===== src/rtl/shade_ramp_ctrl_if.sv =====
// Control/status bundle between the home controller side and shade_ramp_ctrl.
// master drives time code, light settings and overrides; slave reports positions.
interface shade_ramp_ctrl_if #(
   parameter int unsigned N_CH  = 4,
   parameter int unsigned LVL_W = 4
);
   localparam int unsigned CH_W = (N_CH > 1) ? $clog2(N_CH) : 1;

   logic [3:0]            tcode;
   logic [N_CH*LVL_W-1:0] ulight;
   logic                  ovr_valid;
   logic [CH_W-1:0]       ovr_ch;
   logic [LVL_W-1:0]      ovr_level;
   logic [N_CH*LVL_W-1:0] wshade;
   logic [N_CH-1:0]       moving;
   logic [N_CH-1:0]       done;

   modport master (
      output tcode, ulight, ovr_valid, ovr_ch, ovr_level,
      input  wshade, moving, done
   );

   modport slave (
      input  tcode, ulight, ovr_valid, ovr_ch, ovr_level,
      output wshade, moving, done
   );
endinterface


===== src/rtl/shade_ramp_ctrl.sv =====
// Multi-channel shade controller: picks a per-channel target (time code, user level or
// override) and slews each motor position toward it by one level per shared step tick.
module shade_ramp_ctrl #(
   parameter int unsigned N_CH     = 4,
   parameter int unsigned LVL_W    = 4,
   parameter int unsigned STEP_DIV = 4
) (
   input logic              clk,
   input logic              rst,
   shade_ramp_ctrl_if.slave bus
);
   localparam int unsigned CH_W  = (N_CH > 1) ? $clog2(N_CH) : 1;
   localparam int unsigned CNT_W = (STEP_DIV > 1) ? $clog2(STEP_DIV) : 1;
   localparam logic [LVL_W-1:0] LvlMax = {LVL_W{1'b1}};
   // Top two bits set, rest clear.
   localparam logic [LVL_W-1:0] LvlHi  = ~(LvlMax >> 2);
   localparam logic [CNT_W-1:0] CntLast = CNT_W'(STEP_DIV - 1);

   typedef enum logic [1:0] {StIdle, StUp, StDown} state_e;

   logic [3:0]                  tcode_q;
   logic [CNT_W-1:0]            cnt_q, cnt_d;
   logic [N_CH-1:0]             ovr_active_q, ovr_active_d;
   logic [N_CH-1:0][LVL_W-1:0]  ovr_level_q, ovr_level_d;
   logic [N_CH-1:0][LVL_W-1:0]  pos_q, pos_d;
   logic [N_CH-1:0]             moving_q, moving_d;
   logic [N_CH-1:0]             done_q, done_d;
   logic [N_CH-1:0][LVL_W-1:0]  target;
   state_e                      state [N_CH];
   logic                        tick;
   logic                        tcode_chg;
   logic                        ovr_hit;

   assign tick      = (cnt_q == CntLast);
   assign cnt_d     = tick ? '0 : cnt_q + CNT_W'(1);
   assign tcode_chg = (bus.tcode != tcode_q);
   assign ovr_hit   = bus.ovr_valid && ({{(32-CH_W){1'b0}}, bus.ovr_ch} < N_CH);

   always_comb begin
      target = '0;
      for (int i = 0; i < N_CH; i++) begin
         state[i] = StIdle;
         if (ovr_active_q[i]) begin
            target[i] = ovr_level_q[i];
         end else begin
            case (bus.tcode)
               4'b0001: target[i] = LvlMax;
               4'b0010: target[i] = LvlHi;
               4'b0100: target[i] = bus.ulight[i*LVL_W +: LVL_W];
               default: target[i] = '0;
            endcase
         end
         if (pos_q[i] < target[i]) begin
            state[i] = StUp;
         end else if (pos_q[i] > target[i]) begin
            state[i] = StDown;
         end
      end
   end

   always_comb begin
      // A time-code change drops all overrides; a same-cycle override is applied afterwards.
      ovr_active_d = tcode_chg ? '0 : ovr_active_q;
      ovr_level_d  = ovr_level_q;
      if (ovr_hit) begin
         for (int i = 0; i < N_CH; i++) begin
            if (bus.ovr_ch == CH_W'(i)) begin
               ovr_active_d[i] = 1'b1;
               ovr_level_d[i]  = bus.ovr_level;
            end
         end
      end
   end

   always_comb begin
      pos_d    = pos_q;
      moving_d = '0;
      done_d   = '0;
      for (int i = 0; i < N_CH; i++) begin
         moving_d[i] = (state[i] != StIdle);
         unique case (state[i])
            StIdle: pos_d[i] = pos_q[i];
            StUp: begin
               if (tick && pos_q[i] != LvlMax) pos_d[i] = pos_q[i] + LVL_W'(1);
            end
            StDown: begin
               if (tick && pos_q[i] != '0) pos_d[i] = pos_q[i] - LVL_W'(1);
            end
            default: pos_d[i] = pos_q[i];
         endcase
         // Only a tick-step landing on target reports done, never a target jump onto pos.
         done_d[i] = tick && (state[i] != StIdle) && (pos_d[i] == target[i]);
      end
   end

   always_ff @(posedge clk) begin
      if (rst) begin
         tcode_q      <= '0;
         cnt_q        <= '0;
         ovr_active_q <= '0;
         ovr_level_q  <= '0;
         pos_q        <= '0;
         moving_q     <= '0;
         done_q       <= '0;
      end else begin
         tcode_q      <= bus.tcode;
         cnt_q        <= cnt_d;
         ovr_active_q <= ovr_active_d;
         ovr_level_q  <= ovr_level_d;
         pos_q        <= pos_d;
         moving_q     <= moving_d;
         done_q       <= done_d;
      end
   end

   assign bus.wshade = pos_q;
   assign bus.moving = moving_q;
   assign bus.done   = done_q;
endmodule


===== src/flat_wrapper.sv =====
// flat-port wrapper written by rule: the top's interface ports become plain ports
module shade_ramp_ctrl_flat 
#(
   parameter int unsigned N_CH     = 4,
   parameter int unsigned LVL_W    = 4,
   parameter int unsigned STEP_DIV = 4
)
  (clk, rst, bus_tcode, bus_ulight, bus_ovr_valid, bus_ovr_ch, bus_ovr_level, bus_wshade, bus_moving, bus_done);
  shade_ramp_ctrl_if #(.N_CH(N_CH), .LVL_W(LVL_W)) bus_i ();
  input logic clk;
  input logic rst;
  input wire logic [$bits(bus_i.tcode)-1:0] bus_tcode;
  input wire logic [$bits(bus_i.ulight)-1:0] bus_ulight;
  input wire logic [$bits(bus_i.ovr_valid)-1:0] bus_ovr_valid;
  input wire logic [$bits(bus_i.ovr_ch)-1:0] bus_ovr_ch;
  input wire logic [$bits(bus_i.ovr_level)-1:0] bus_ovr_level;
  output wire logic [$bits(bus_i.wshade)-1:0] bus_wshade;
  output wire logic [$bits(bus_i.moving)-1:0] bus_moving;
  output wire logic [$bits(bus_i.done)-1:0] bus_done;
  assign bus_i.tcode = bus_tcode;
  assign bus_i.ulight = bus_ulight;
  assign bus_i.ovr_valid = bus_ovr_valid;
  assign bus_i.ovr_ch = bus_ovr_ch;
  assign bus_i.ovr_level = bus_ovr_level;
  assign bus_wshade = bus_i.wshade;
  assign bus_moving = bus_i.moving;
  assign bus_done = bus_i.done;
  shade_ramp_ctrl #(.N_CH(N_CH), .LVL_W(LVL_W), .STEP_DIV(STEP_DIV)) u_core (.clk(clk), .rst(rst), .bus(bus_i));
endmodule

===== config.mk =====
export PLATFORM = sky130hd
export DESIGN_NAME = shade_ramp_ctrl_flat
export DESIGN_NICKNAME = d
export VERILOG_FILES = /design/src/rtl/shade_ramp_ctrl_if.sv /design/src/rtl/shade_ramp_ctrl.sv /design/src/flat_wrapper.sv
export SDC_FILE = /design/constraint.sdc
export NUM_CORES = 1
export LEC_CHECK = 0
export ABC_AREA = 1
export BUFFER_PORTS_ARGS = -buffer_cell sky130_fd_sc_hd__buf_2
export CORE_MARGIN = 3
export CORE_UTILIZATION = 40
export DETAILED_ROUTE_END_ITERATION = 8
export SETUP_SLACK_MARGIN = 0.05
export SLEW_MARGIN = 15
export SYNTH_ARGS = -nofsm -noshare
export SYNTH_HDL_FRONTEND = slang
export SYNTH_SLANG_ARGS = --single-unit

===== constraint.sdc =====
create_clock -name clk -period 3 [get_ports clk]
set_input_delay 0.15 -clock clk [delete_from_list [all_inputs] [get_ports clk]]
set_output_delay 0.15 -clock clk [all_outputs]
set_load 0.02 [all_outputs]

# After elaboration in Yosys (flattened, before gate mapping)
# Index checks and enable logic that the tools add are counted.
dict set report word_totals {
  ff_bits 50
  out_inout_bits 24
}
dict set report classes {
  eq_ne 24
  addsub 9
  muxes 34
  n_reduce_logical 30
  magnitude_cmp 8
}
# operator count
set ops {}
lappend ops {{4-bit two-way mux} 14}
lappend ops {{4-bit one-hot mux with 3 select lines} 4}
lappend ops {{4-bit one-hot mux with 2 select lines} 4}
lappend ops {{4-bit by 1-bit adder with 4-bit output, second input constant} 4}
lappend ops {{4-bit == test} 4}
lappend ops {{4-bit > comparator} 4}
lappend ops {{1-bit logical AND} 16}
lappend ops {{4-bit < comparator} 4}
lappend ops {{2-bit two-way mux} 8}
lappend ops {{4-bit != test, second input constant} 4}
lappend ops {{4-bit nonzero test} 4}
lappend ops {{4-bit by 1-bit subtractor with 4-bit output, second input constant} 4}
lappend ops {{2-bit == test, second input constant} 7}
lappend ops {{2-bit by 1-bit == test with 1-bit output, second input constant} 5}
lappend ops {{2-bit AND reduction} 4}
lappend ops {{2-bit nonzero test} 4}
lappend ops {{4-bit by 1-bit == test with 1-bit output, second input constant} 1}
lappend ops {{4-bit by 2-bit == test with 1-bit output, second input constant} 1}
lappend ops {{4-bit by 3-bit == test with 1-bit output, second input constant} 1}
lappend ops {{1-bit two-way mux} 4}
lappend ops {{4-bit != test} 1}
lappend ops {{2-bit by 1-bit adder with 2-bit output, second input constant} 1}
lappend ops {{2-bit zero test} 1}
lappend ops {{2-bit OR reduction} 1}

# Longest topological paths before layout
# Gate-level depths: netlist of run 1.
dict set report logic_depth {
  ltp_word 10
  mapped_depth 22
  depth_no_buf 21
}

# Worst setup path after synthesis of run 1
# Ideal clock, no wire load.
dict set report synth_timing {
  path_type {input to register}
  startpoint {in bus_tcode[1]}
  endpoint {reg u_core.done_q[0], in the netlist u_core.bus.done[0]}
  t_required_ps 2938
  n_path_buf 1
  t_arrival_ps 2068
  stages 19
  setup_time_ps 62
  setup_slack_ps 870
  path_cell_list {nor2_4 nand2_4 buf_6 nor2_2 nor2_1 nor2_2 inv_2 ha_1 nand2_1 inv_1 a21oi_1 nand2_1 nand2_1 nand2_1 nand2_1 nand2_1 nand2_1 nand3_1 nor2_2}
}
dict set report synth_via {
  elab_chain_cells 10
}
# item line
set synth_lines {}
lappend synth_lines {{from (decl)} flat_wrapper.sv:12} ;# input wire logic [$bits(bus_i.tcode)-1:0] bus_tcode;
lappend synth_lines {{4-bit by 3-bit == test with 1-bit output (tied with other cells)} shade_ramp_ctrl.sv:46} ;# case (bus.tcode)
lappend synth_lines {{4-bit one-hot mux with 3 select lines *} shade_ramp_ctrl.sv:46}
lappend synth_lines {{4-bit two-way mux *} shade_ramp_ctrl.sv:43} ;# if (ovr_active_q[i]) begin
lappend synth_lines {{4-bit > comparator} shade_ramp_ctrl.sv:55} ;# end else if (pos_q[i] > target[i]) begin
lappend synth_lines {{2-bit two-way mux} shade_ramp_ctrl.sv:55}
lappend synth_lines {{2-bit two-way mux} shade_ramp_ctrl.sv:53} ;# if (pos_q[i] < target[i]) begin
lappend synth_lines {{2-bit == test or 2-bit by 1-bit == test with 1-bit output (tied branches)} shade_ramp_ctrl.sv:81} ;# unique case (state[i])
lappend synth_lines {{4-bit one-hot mux with 2 select lines} shade_ramp_ctrl.sv:81}
lappend synth_lines {{4-bit == test} shade_ramp_ctrl.sv:92} ;# done_d[i] = tick && (state[i] != StIdle) && (pos_d[i] == target[i]);
lappend synth_lines {{1-bit logical AND *} shade_ramp_ctrl.sv:92}
lappend synth_lines {{to (signal assigned)} shade_ramp_ctrl.sv:112} ;# done_q <= done_d;
lappend synth_lines {{to (decl)} shade_ramp_ctrl.sv:27} ;# logic [N_CH-1:0] done_q, done_d;
# Every way passes the cells marked *; elsewhere a longest branch is shown, timed or not.
# A chain may end at the register's enable or synchronous reset.

# Worst setup path after layout of run 1
dict set report layout_timing {
  startpoint {reg u_core.ovr_active_q[0]}
  endpoint {reg u_core.done_q[0], in the netlist u_core.bus.done[0]}
}
dict set report layout_via {
  elab_chain_cells 8
}
# item line
set layout_lines {}
lappend layout_lines {{from (decl)} shade_ramp_ctrl.sv:23} ;# logic [N_CH-1:0] ovr_active_q, ovr_active_d;
lappend layout_lines {{from (signal assigned)} shade_ramp_ctrl.sv:108} ;# ovr_active_q <= ovr_active_d;
lappend layout_lines {{4-bit two-way mux *} shade_ramp_ctrl.sv:43}
lappend layout_lines {{4-bit > comparator} shade_ramp_ctrl.sv:55}
lappend layout_lines {{2-bit two-way mux} shade_ramp_ctrl.sv:55}
lappend layout_lines {{2-bit two-way mux} shade_ramp_ctrl.sv:53}
lappend layout_lines {{2-bit == test or 2-bit by 1-bit == test with 1-bit output (tied branches)} shade_ramp_ctrl.sv:81}
lappend layout_lines {{4-bit one-hot mux with 2 select lines} shade_ramp_ctrl.sv:81}
lappend layout_lines {{4-bit == test} shade_ramp_ctrl.sv:92}
lappend layout_lines {{1-bit logical AND *} shade_ramp_ctrl.sv:92}
# Marked as above.

==> impl.org, run 1 <==
** Global route
- The number of antenna violations at the first check in global routing is 0.
- The number of global-route vias before repair was 3719.
- Overall global routing resource usage :: 18.0%
- Entering global routing, the biggest net connects 30 pins.
- Wire length of the first global-routing pass :: 16700 um
- Global routing finished with a remaining overflow of 0.

** Detailed routing
- The first TritonRoute pass finished after 5 iterations.
- Vias :: 3955
- Number of vias per cell after detailed routing :: 4.87
- Routed WL per cell :: 11.9 um
- Drt drc :: 0
- In this run, the number of DRC markers left after iteration 0 of detailed routing was 178.
- For this block, the routed nets add up to 9690 um of wire.
- The detail route stage leaves a number of antenna-violating nets equal to 0.

** Setup path
- R2R depth :: 17
- WP data arrival :: 2.68 ns
- Worst reg2reg path endpoint :: u_core.bus.done[0]
- Capturing element type of the critical path :: flip-flop
- Reg2Reg Setup Slack :: 0.57 ns
- Required time of the worst setup path :: 3.25 ns
- WS Path Type :: reg -> reg
- Worst reg2reg startpoint :: u_core.ovr_active_q[0]
- Largest driver fanout on the critical path :: 6
- Element type at the critical path start :: flip-flop

** Flow run
- Total of max-cap violations :: 0

** Clocking
- Clock-pin slew on the worst setup and hold paths :: 0.09 ns
- CTS built an H-tree with a depth of 2.
- Once the clock tree was built, the setup fixing pass inserted 0 buffers.
- Inserted Clock Buffers :: 5
- In this run, post-CTS repair resized a total of 0 instances.
- Num Clock Sinks :: 50
- The clock passes through at most 2 buffers.
- TritonCTS built the clock tree.
- Root buffer cell :: clkbuf_8
- Worst-skew pair later-pin latency :: 0.30 ns
- Number of buffers inserted for hold repair after clock tree synthesis :: 0

** STA
- Slew margin rel. :: 36.6%
- The count of final hold-check violations came to 0.
- In the final timing run, aggregate negative setup slack is 0 ns.
- At the pin with the least slew margin, the transition time is 0.943 ns.
- Maximum achievable frequency :: 0.412 GHz
- The worst path in the final design needs a cycle of 2.43 ns, including I/O delays and setup.
- Clock skew after layout :: 0.00439 ns
- The count of pins over their slew limit is 0.
- Setup violations remaining at the end of the flow were counted as 0.
- Dividing the final minimum period by the clock period gives 80.9%.
- Unrepaired setup endpoints after global routing :: false
- In the post-route analysis, the smallest setup slack over all paths is 0.573 ns.

** Synth
- Post-Synthesis Cells :: 632
- Among all flip-flop cells after synthesis, the most frequent one is dfxtp_1.
- nand2_1 is the most common cell in the netlist.
- Area of the mapped netlist :: 3860 sq um
- Ranked by total cell area, the synthesized netlist is headed by dfxtp_1 26%, nand2_1 17%, nand3_1 11%, inv_1 9.3%, ha_1 8.1%.
- Syn Area/Cell :: 6.11 sq um
- After synthesis, the share of flip-flops with an asynchronous set or reset is 0%.
- Library cell with the largest summed area after synthesis :: dfxtp_1
- Yosys printed 0 warnings.
- The commonest cells after synthesis are 172 x nand2_1, 96 x inv_1, 84 x nand3_1.
- In this run, distinct cell masters in the synthesized netlist total 33.
- EDFF count, synth :: 0
- Summed over its instances, the top area cell type makes up 25.9% of the synthesized netlist area.
- For this run, the register share of the synthesized area comes to 25.9%.
- The synthesized design contains 50 register bits.
- Total nets after synthesis :: 686

** Finish
- From synthesis to final layout, the design area changed by 12.7%.
- Fraction of final layout cells sized beyond drive strength 1 :: 14.6%
- The finished layout holds 812 standard cells, fillers aside.
- 0 antenna diodes ended up in the layout.
- Nets :: 736
- Measured on the finished design, the core utilization comes to 46.7%.

** Placed design
- Placement-stage worst setup slack :: 0.398 ns
- Input/output buffers :: 52
- Detailed placement finished with a half-perimeter wire length of 7640 um.
- The number of placed instances, taps included, is 804.
- Routability-driven placement finished with a final weighted congestion of 0.903.

** Floorplan
- Area inside the core boundary :: 9330 sq um
- 53 I/O pins were placed.
- The floorplan step set the die width to 104 um.
- # rows :: 35
- DIE AREA :: 10900 sq um
- Starting Density :: 41.4%
- In this run the vertical extent of the chip is 104 um.

** Outcome
- Result of the run :: completed

** Hold path
- Counting instances, the worst hold path has a depth of 3.
- Worst hold path endpoint :: u_core.tcode_q[3]
- Class of the tightest hold or removal check :: in -> reg
- The worst hold path begins at bus_tcode[3].

** Pwr
- The worst-case IR drop observed on VDD is 236 uV.
- For this design the ratio of total power to cell area is 617 nW/um^2.
- Summed over all cells, the static leakage comes to 2.40 nW.
==> stage by stage <==
stage / hold WS, ns / total power, mW / instance area (sq um)
after detailed placement: 0.433 / 2.21 / 4250
after global placement: 0.414 / 2.19 / 4250
after global routing: 0.121 / 2.95 / 4350
after floorplan: 0.234 / 1.88 / 3860
final: 0.117 / 2.69 / 4350
after CTS: 0.107 / 2.70 / 4350
==> power by group <==
group / switching (mW) / total (mW) / internal (mW)
clock: 0.229 / 0.479 / 0.250
combinational: 0.909 / 1.36 / 0.450
sequential: 0.0970 / 0.848 / 0.751
total: 1.24 / 2.69 / 1.45
==> registers in the layout, indices dropped and copies added (netlist names) <==
name,flops
u_core.bus.wshade,16
u_core.ovr_level_q,16
u_core.bus.done,4
u_core.bus.moving,4
u_core.ovr_active_q,4
u_core.tcode_q,4
u_core.cnt_q,2
==> final cells by class <==
cell class	count	area, sq um
timing repair buffer	55	283
sequential	50	1000
fill	1001	4980
clock inverter	1	30.0
multi-input combinational	463	2400
inverter	107	402
tap	129	161
clock buffer	7	76.3
==> worst max-delay path: stages (launching register included) <==
cell,delay (ns)
dfxtp_1,0.37
inv_1,0.11
nand3_1,0.12
nor2_1,0.06
nor2_2,0.13
inv_2,0.06
ha_1,0.28
nand2_1,0.09
inv_1,0.05
a21oi_1,0.41
nand2_1,0.15
nand2_1,0.10
nand2_1,0.06
nand2_1,0.09
nand2_1,0.06
nand2_1,0.06
nand3_1,0.07
nor2_2,0.10
==> routing by layer <==
metal  vias to the layer above  wire [um]  part of all wire, %  GRT usage, %
li1                       2115          -                    -             -
met5                         -          0                    0             0
met3                         4        495                  5.1          3.04
met1                      1744       4790                   49          24.8
met4                         0         50                 0.52          3.04
met2                        92       4350                   45          30.0
==> cells in the final DEF (no fill, tap or decap), types with 4 or more instances in the layout <==
| master | n |
|---|---|
| clkbuf_8 | 5 |
| a21oi_1 | 23 |
| nor2_2 | 8 |
| nand3_1 | 84 |
| o21ai_0 | 21 |
| inv_1 | 96 |
| dfxtp_1 | 50 |
| o22ai_2 | 6 |
| nand4_1 | 13 |
| buf_2 | 52 |
| inv_2 | 11 |
| xor2_1 | 8 |
| ha_1 | 25 |
| nand2_1 | 172 |
| nor3_1 | 7 |
| a31oi_1 | 4 |
| nor2_1 | 71 |
==> cell families after synthesis <==
family / count (synthesis) / share of synthesized area, %
xor gates and xnor gates: 8 / 1.81
adders and majority gates: 25 / 8.10
AOI/OAI and AO/OA: 64 / 10.6
and+or+nand+nor: 366 / 41.6
buffers and inverters: 119 / 12.0
DFF: 50 / 25.9
==> worst max path at each step <==
| stage | slack (ns) | startpoint | endpoint | cells after the start |
|---|---|---|---|---|
| global route | 0.32 | u_core.ovr_active_q[2] | u_core.bus.done[2] | 13 |
| floorplan | 0.87 | bus_tcode[1] | u_core.bus.done[0] | 19 |
| finish | 0.57 | u_core.ovr_active_q[0] | u_core.bus.done[0] | 17 |
| global placement | 0.40 | bus_tcode[1] | u_core.bus.done[0] | 19 |
| detailed placement | 0.40 | bus_tcode[1] | u_core.bus.done[0] | 19 |
| CTS | 0.59 | u_core.ovr_active_q[3] | u_core.bus.done[3] | 17 |
(Power assumes the default switching activity.)
==> inputs of run 2 (changes only) <==
clock period = 2 ns   (was 3 ns; I/O delays follow)
==> impl.org, run 2 (synthesis results as in run 1) <==
** Detailed routing
- Antenna-violating nets left :: 0 (unchanged)
- Drt drc :: 0 (unchanged)
- Drt pass-1 iters :: 6 (was 5)
- The total number of vias came to 4647 (was 3955).
- The starting DRC count in detailed routing was 220 (was 178).
- Routed WL per cell :: 13.4 um (was 11.9 um)
- Number of vias per cell after detailed routing :: 5.01 (was 4.87)
- WL final :: 12500 um (was 9690 um)

** Floorplan
- The placement row count is 35 (unchanged).
- The count of pins on the block boundary came to 53 (unchanged).
- The vertical die dimension was 104 um (unchanged).
- Starting Density :: 41.4% (unchanged)
- Die width :: 104 um (unchanged)
- The full die area was 10900 sq um (unchanged).
- Area inside the core boundary :: 9330 sq um (unchanged)

** Finish
- Nets :: 853 (was 736)
- Layout Area Growth over Synthesis :: 57.6% (was 12.7%)
- Top library cells by usage in the layout, fill and taps aside :: 119 x nand2_1, 99 x buf_4, 78 x inv_1 (was 172 x nand2_1, 96 x inv_1, 84 x nand3_1)
- Fraction of final layout cells sized beyond drive strength 1 :: 45.3% (was 14.6%)
- The final non-filler cell total is 928 (was 812).
- Most common cell after layout, fill and taps aside :: nand2_1 (unchanged)
- The post-route standard cell area excluding fillers is 6090 sq um (was 4350 sq um).
- The number of diodes is 0 (unchanged).

** STA
- Final Cycle Share :: 103% (was 80.9%)
- Unrepaired setup endpoints after global routing: true (was false).
- Slack of the critical path :: -0.0664 ns (was 0.573 ns)
- Worst Hold Slack :: 0.102 ns (was 0.117 ns)
- The highest clock frequency the design can meet came to 0.484 GHz (was 0.412 GHz).
- The clock tree skew after final layout is 0.00898 ns (was 0.00439 ns).
- Slew margin rel. :: 58.7% (was 36.6%)
- Worst Tran Pin Value :: 0.619 ns (was 0.943 ns)
- Number of pins with negative max-slew slack in the final report :: 0 (unchanged)
- The count of final hold-check violations came to 0 (unchanged).
- Min Tclk post-route :: 2.07 ns (was 2.43 ns)
- Final Setup Violations :: 4 (was 0)

** Setup path
- The class of the most critical setup path was reg -> reg (unchanged).
- The required time of the critical path was 2.25 ns (was 3.25 ns).
- The start point of the critical path is u_core.ovr_active_q[3] (was u_core.ovr_active_q[0]).
- The largest driver fanout on the critical path was 3 (was 6).
- The startpoint kind of the worst setup timing path was a flip-flop (unchanged).
- The launching point of the worst reg2reg path was u_core.ovr_active_q[3] (was u_core.ovr_active_q[0]).
- WP data arrival :: 2.32 ns (was 2.68 ns)
- The capturing element type of the critical path was a flip-flop (unchanged).

** Placed design
- Cell Area, Placed :: 4870 sq um (was 4250 sq um)
- Final Wtd Congestion :: 0.906 (was 0.903)
- The post-DP HPWL is 8400 um (was 7640 um).
- Input/output buffers :: 52 (unchanged)
- The number of placed instances with taps included is 882 (was 804).

** Clocking
- Number of buffers between clock root and the deepest sink :: 2 (unchanged)
- The clock tree from TritonCTS was built (unchanged).
- The number of sinks on the clock net came to 50 (unchanged).
- The clock latency on the worst-skew pair was 0.30 ns (about the same).
- Number of buffers inserted for hold repair after clock tree synthesis :: 0 (unchanged)
- The count of H-tree levels built during CTS was 2 (unchanged).
- The master cell of the clock root buffer was clkbuf_8 (unchanged).
- The total CTS buffers is 5 (unchanged).
- Clock-pin slew on the worst setup and hold paths :: 0.10 ns (was 0.09 ns)

** Pwr
- Peak supply drop :: 471 uV (was 236 uV)
- The cell leakage power was 3.12 nW (was 2.40 nW).
- Sum of internal, switching and leakage power :: 5.59 mW (was 2.69 mW)
- Power Dens Cells :: 919 nW/um^2 (was 617 nW/um^2)

** Outcome
- The final reports fail on setup timing.
- Result of the run :: complete, but fails checks (was completed)

** Global route
- The total grt overflow was 0 (unchanged).
- Maximum number of pins on one net before global-route repair :: 30 (unchanged)
- Overall global routing resource usage :: 21.1% (was 18.0%)
- Number of antenna violations at the first check in global routing :: 0 (unchanged)
- The wire length of the first global-routing pass came to 19400 um (was 16700 um).
- The number of global-route vias before repair was 4408 (was 3719).

** Flow run
- Total of max-cap violations :: 0 (unchanged)

** Hold path
- The kind of path behind the tightest hold check is in -> reg (unchanged).
- The worst min-delay path startpoint was bus_ovr_level[1] (was bus_tcode[3]).
==> run 2: routing by layer <==
metal / part of all wire (%) / vias up / wire, um / global-route usage, %
li1: - / 2359 / - / -
met1: 43 / 2120 / 5410 / 26.4
met2: 51 / 137 / 6310 / 38.0
met3: 4.2 / 31 / 520 / 2.98
met4: 1.8 / 0 / 226 / 5.22
met5: 0 / - / 0 / 0
==> run 2: final timing paths <==
check	endpoint	slack [ns]	cells past startpoint
max reg2reg	u_core.bus.done[3]	-0.07	16
min	u_core.ovr_level_q[9]	0.10	3
min reg2reg	u_core.cnt_q[0]	0.43	1
max	u_core.bus.done[3]	-0.07	16
==> run 2: worst max-delay path, stage by stage, from the launching register on <==
cell and delay [ns]:
dfxtp_2 0.33, inv_2 0.08, nand2_4 0.06, nor2_4 0.10, nand2_2 0.07, o21ai_4 0.07
ha_4 0.24, a21oi_4 0.25, buf_6 0.16, nand3_1 0.09, nand2_1 0.08, nand2_1 0.08
nand3_2 0.10, nand2_2 0.06, nor2_2 0.11, nand2_1 0.05, nor2_1 0.08
==> run 2: metrics by stage <==
stage | TNS (ns) | util, % | setup slack, ns
6_report | -0.169 | 65.2 | -0.0664
5_1_grt | -1.27 | 65.2 | -0.188
4_1_cts | 0 | 59.3 | 0.0127
3_5_place_dp | -4.30 | 52.2 | -0.359
3_3_place_gp | -3.00 | 52.2 | -0.345
2_1_floorplan | 0 | - | 0.0196
==> run 2: what timing repair did <==
item / in CTS / in global routing
pin swaps: 60 / 52
setup buffers: 22 / 17
cloned: 0 / 1
gates resized for setup: 106 / 98
setup endpoints to repair: 19 / 20
==> run 2: area by class of cell <==
type                    count  area (sq um)
fillers                   809          3240
multi-input cells         464          3190
repair buffers            171          1240
flip-flops and latches     50          1010
inverters                 107           412
well taps                 129           161
clock buffers               7          76.3
==> run 2: report_power, final <==
part	internal [mW]	leakage, nW	total, mW	switching [mW]
logic	1.64	2.67	3.76	2.13
registers	1.13	0.412	1.25	0.123
clock network	0.242	0.0383	0.581	0.338
total	3.00	3.12	5.59	2.59
==> inputs of run 3 (changes only) <==
CTS_BUF_LIST = sky130_fd_sc_hd__clkbuf_8   (was unset)
CTS_CLUSTER_DIAMETER = 60   (was unset)
==> impl.org, run 3 (synthesis results as in run 1) <==
** Outcome
- Result of the run :: complete, but fails checks (unchanged)
- Failing checks :: setup timing (unchanged)

** Finish
- Final core area utilization :: 65.2% (unchanged)
- The number of diodes is 0 (unchanged).
- The post-route standard cell area excluding fillers is 6090 sq um (unchanged).
- The most common cell after layout, fill and taps aside is nand2_1 (unchanged).
- Top library cells by usage in the layout, fill and taps aside :: 119 x nand2_1, 99 x buf_4, 80 x inv_1 (was 119 x nand2_1, 99 x buf_4, 78 x inv_1)
- Count of non-filler cells in the finished layout :: 928 (unchanged)
- Footprint of the multi-input gates :: 3190 sq um (unchanged)
- Fraction of final layout cells sized beyond drive strength 1 :: 45.3% (unchanged)
- Layout Area Growth over Synthesis :: 57.6% (unchanged)
- The net count reported at finish came to 853 (unchanged).
- FF+latch area :: 1010 sq um (unchanged)
- Filler cell count in the final layout :: 809 (unchanged)

** Setup path
- WS Path Type :: reg -> reg (unchanged)
- Required time of the worst setup path :: 2.25 ns (about the same)
- The arrival time at the worst endpoint came to 2.32 ns (about the same).
- Kind of cell adding the most delay to the critical path :: simple AND/OR/NAND/NOR gates (unchanged)
- Most numerous cell on the critical path :: nand2_1 (unchanged)
- The slack of the worst reg-to-reg path is -0.07 ns (about the same).
- Critical path buffers and inverters :: 2 (unchanged)
- Crit-path slowest cell :: dfxtp_2 (unchanged)
- The capturing element type of the critical path is a flip-flop (unchanged).
- Biggest cell delay along the critical path :: 0.34 ns (was 0.33 ns)
- Largest driver fanout on the critical path :: 3 (unchanged)
- Cells along the critical path: inv_2 -> nand2_4 -> nor2_4 -> nand2_2 -> o21ai_4 -> ha_4 -> a21oi_4 -> buf_6 -> nand3_1 -> nand2_1 -> nand2_1 -> nand3_2 -> nand2_2 -> nor2_2 -> nand2_1 -> nor2_1 (unchanged).
- The startpoint kind of the worst setup timing path is a flip-flop (unchanged).

** Global route
- Maximum number of pins on one net before global-route repair :: 30 (unchanged)
- The number of global-route vias before repair is 4408 (unchanged).
- Overall global routing resource usage :: 21.1% (unchanged)
- Wire length of the first global-routing pass :: 19400 um (unchanged)
- The number of antenna violations at the first check in global routing was 0 (unchanged).
- Global route total overflow :: 0 (unchanged)

** STA
- The setup TNS is -0.169 ns (about the same).
- The final-report setup violation count is 4 (unchanged).
- Min Tclk post-route :: 2.07 ns (about the same)
- The measured slew at the worst slew-check pin was 0.619 ns (unchanged).
- The share of the clock period used by the worst path after layout is 103% (about the same).
- Unrepaired setup endpoints after global routing :: true (unchanged)
- The setup slack of the critical path after layout came to -0.0668 ns (was -0.0664 ns).
- The max-slew headroom at the worst pin is 58.7% (unchanged).
- Maximum achievable frequency :: 0.484 GHz (about the same)
- The count of final hold-check violations was 0 (unchanged).
- Number of pins with negative max-slew slack in the final report :: 0 (unchanged)
- Clock skew after layout :: 0.00937 ns (was 0.00898 ns)

** Hold path
- The kind of path behind the tightest hold check was in -> reg (unchanged).

** Placed design
- The post-place instance area is 4870 sq um (unchanged).
- Final Wtd Congestion :: 0.906 (unchanged)
- Placed Cells incl. Taps :: 882 (unchanged)
- The post-DP HPWL is 8400 um (unchanged).
- The number of buffers added on ports came to 52 (unchanged).

** Clocking
- CTS tree :: built (unchanged)
- Clock-pin slew on the worst setup and hold paths :: 0.10 ns (about the same)
- The count of H-tree levels built during CTS came to 2 (unchanged).
- Number of buffers between clock root and the deepest sink :: 2 (unchanged)
- Num Clock Sinks :: 50 (unchanged)
- The master cell of the clock root buffer was clkbuf_8 (unchanged).
- Inserted Clock Buffers :: 5 (unchanged)
- Worst-skew pair later-pin latency :: 0.30 ns (about the same)

** Detailed routing
- Antenna-violating nets left :: 0 (unchanged)
- The average wire per cell in the routed design is 13.4 um (about the same).
- Drt pass-1 iters :: 6 (unchanged)
- Vias :: 4648 (was 4647)
- Count of routing violations after the opening detailed-route iteration :: 220 (unchanged)
- The vias per cell is 5.01 (about the same).
- Drt drc :: 0 (unchanged)
- The routed wire length was 12500 um (about the same).

** Floorplan
- DIE AREA :: 10900 sq um (unchanged)
- Starting Density :: 41.4% (unchanged)
- The vertical die dimension is 104 um (unchanged).
- The placement row count was 35 (unchanged).
- The count of pins on the block boundary came to 53 (unchanged).
- The core area came to 9330 sq um (unchanged).
- The horizontal die dimension came to 104 um (unchanged).

** Pwr
- The maximum vdd drop is 471 uV (about the same).
- The cell leakage power is 3.13 nW (was 3.12 nW).
- Power Dens Cells :: 917 nW/um^2 (was 919 nW/um^2)
- The total chip power came to 5.58 mW (was 5.59 mW).

** Flow run
- The number of violations of the max-capacitance limit is 0 (unchanged).
-- run 3: tightest hold or removal path, cell delays in order --
cell	delay (ns)
buf_2	0.13
nor2_1	0.05
nor2_1	0.08
-- run 3: what timing repair did --
action / CTS / global route
setup buffers: 22 / 17
cloned: 0 / 1
hold buffers: 0 / 0
pin swaps: 60 / 52
setup endpoints to repair: 19 / 20
resized for setup: 106 / 98
-- run 3: path summary, 6_finish.rpt --
path / endpoint / startpoint / depth (start not counted)
max: u_core.bus.done[3] / u_core.ovr_active_q[3] / 16
max reg2reg: u_core.bus.done[3] / u_core.ovr_active_q[3] / 16
min: u_core.ovr_level_q[9] / bus_ovr_level[1] / 3
min reg2reg: u_core.cnt_q[0] / u_core.cnt_q[0] / 1
-- run 3: final cells by class --
type / count / area share [%]
tap: 129 / 2.65
multi-input combinational: 464 / 52.4
inverter: 107 / 6.76
timing repair buffer: 171 / 20.3
sequential: 50 / 16.6
clock buffer: 5 / 1.13
clock inverter: 2 / 0.123
-- run 3: power breakdown --
part / total, mW / internal [mW] / switching (mW)
clock: 0.571 / 0.232 / 0.339
combinational: 3.76 / 1.64 / 2.13
sequential: 1.25 / 1.13 / 0.123
-- run 3: metrics by stage --
| stage | hold slack, ns | worst slack [ns] |
|---|---|---|
| final | 0.102 | -0.0668 |
| after CTS | 0.0918 | 0.0127 |
| after global routing | 0.110 | -0.188 |
| after global placement | 0.396 | -0.345 |
| after floorplan | 0.184 | 0.0196 |
| after detailed placement | 0.404 | -0.359 |
-- run 3: metal layers --
metal  track usage (%)  part of all wire (%)
met1              26.4                    43
met2              38.0                    51
met3              2.98                   4.2
met4              5.22                   1.8
met5                 0                     0
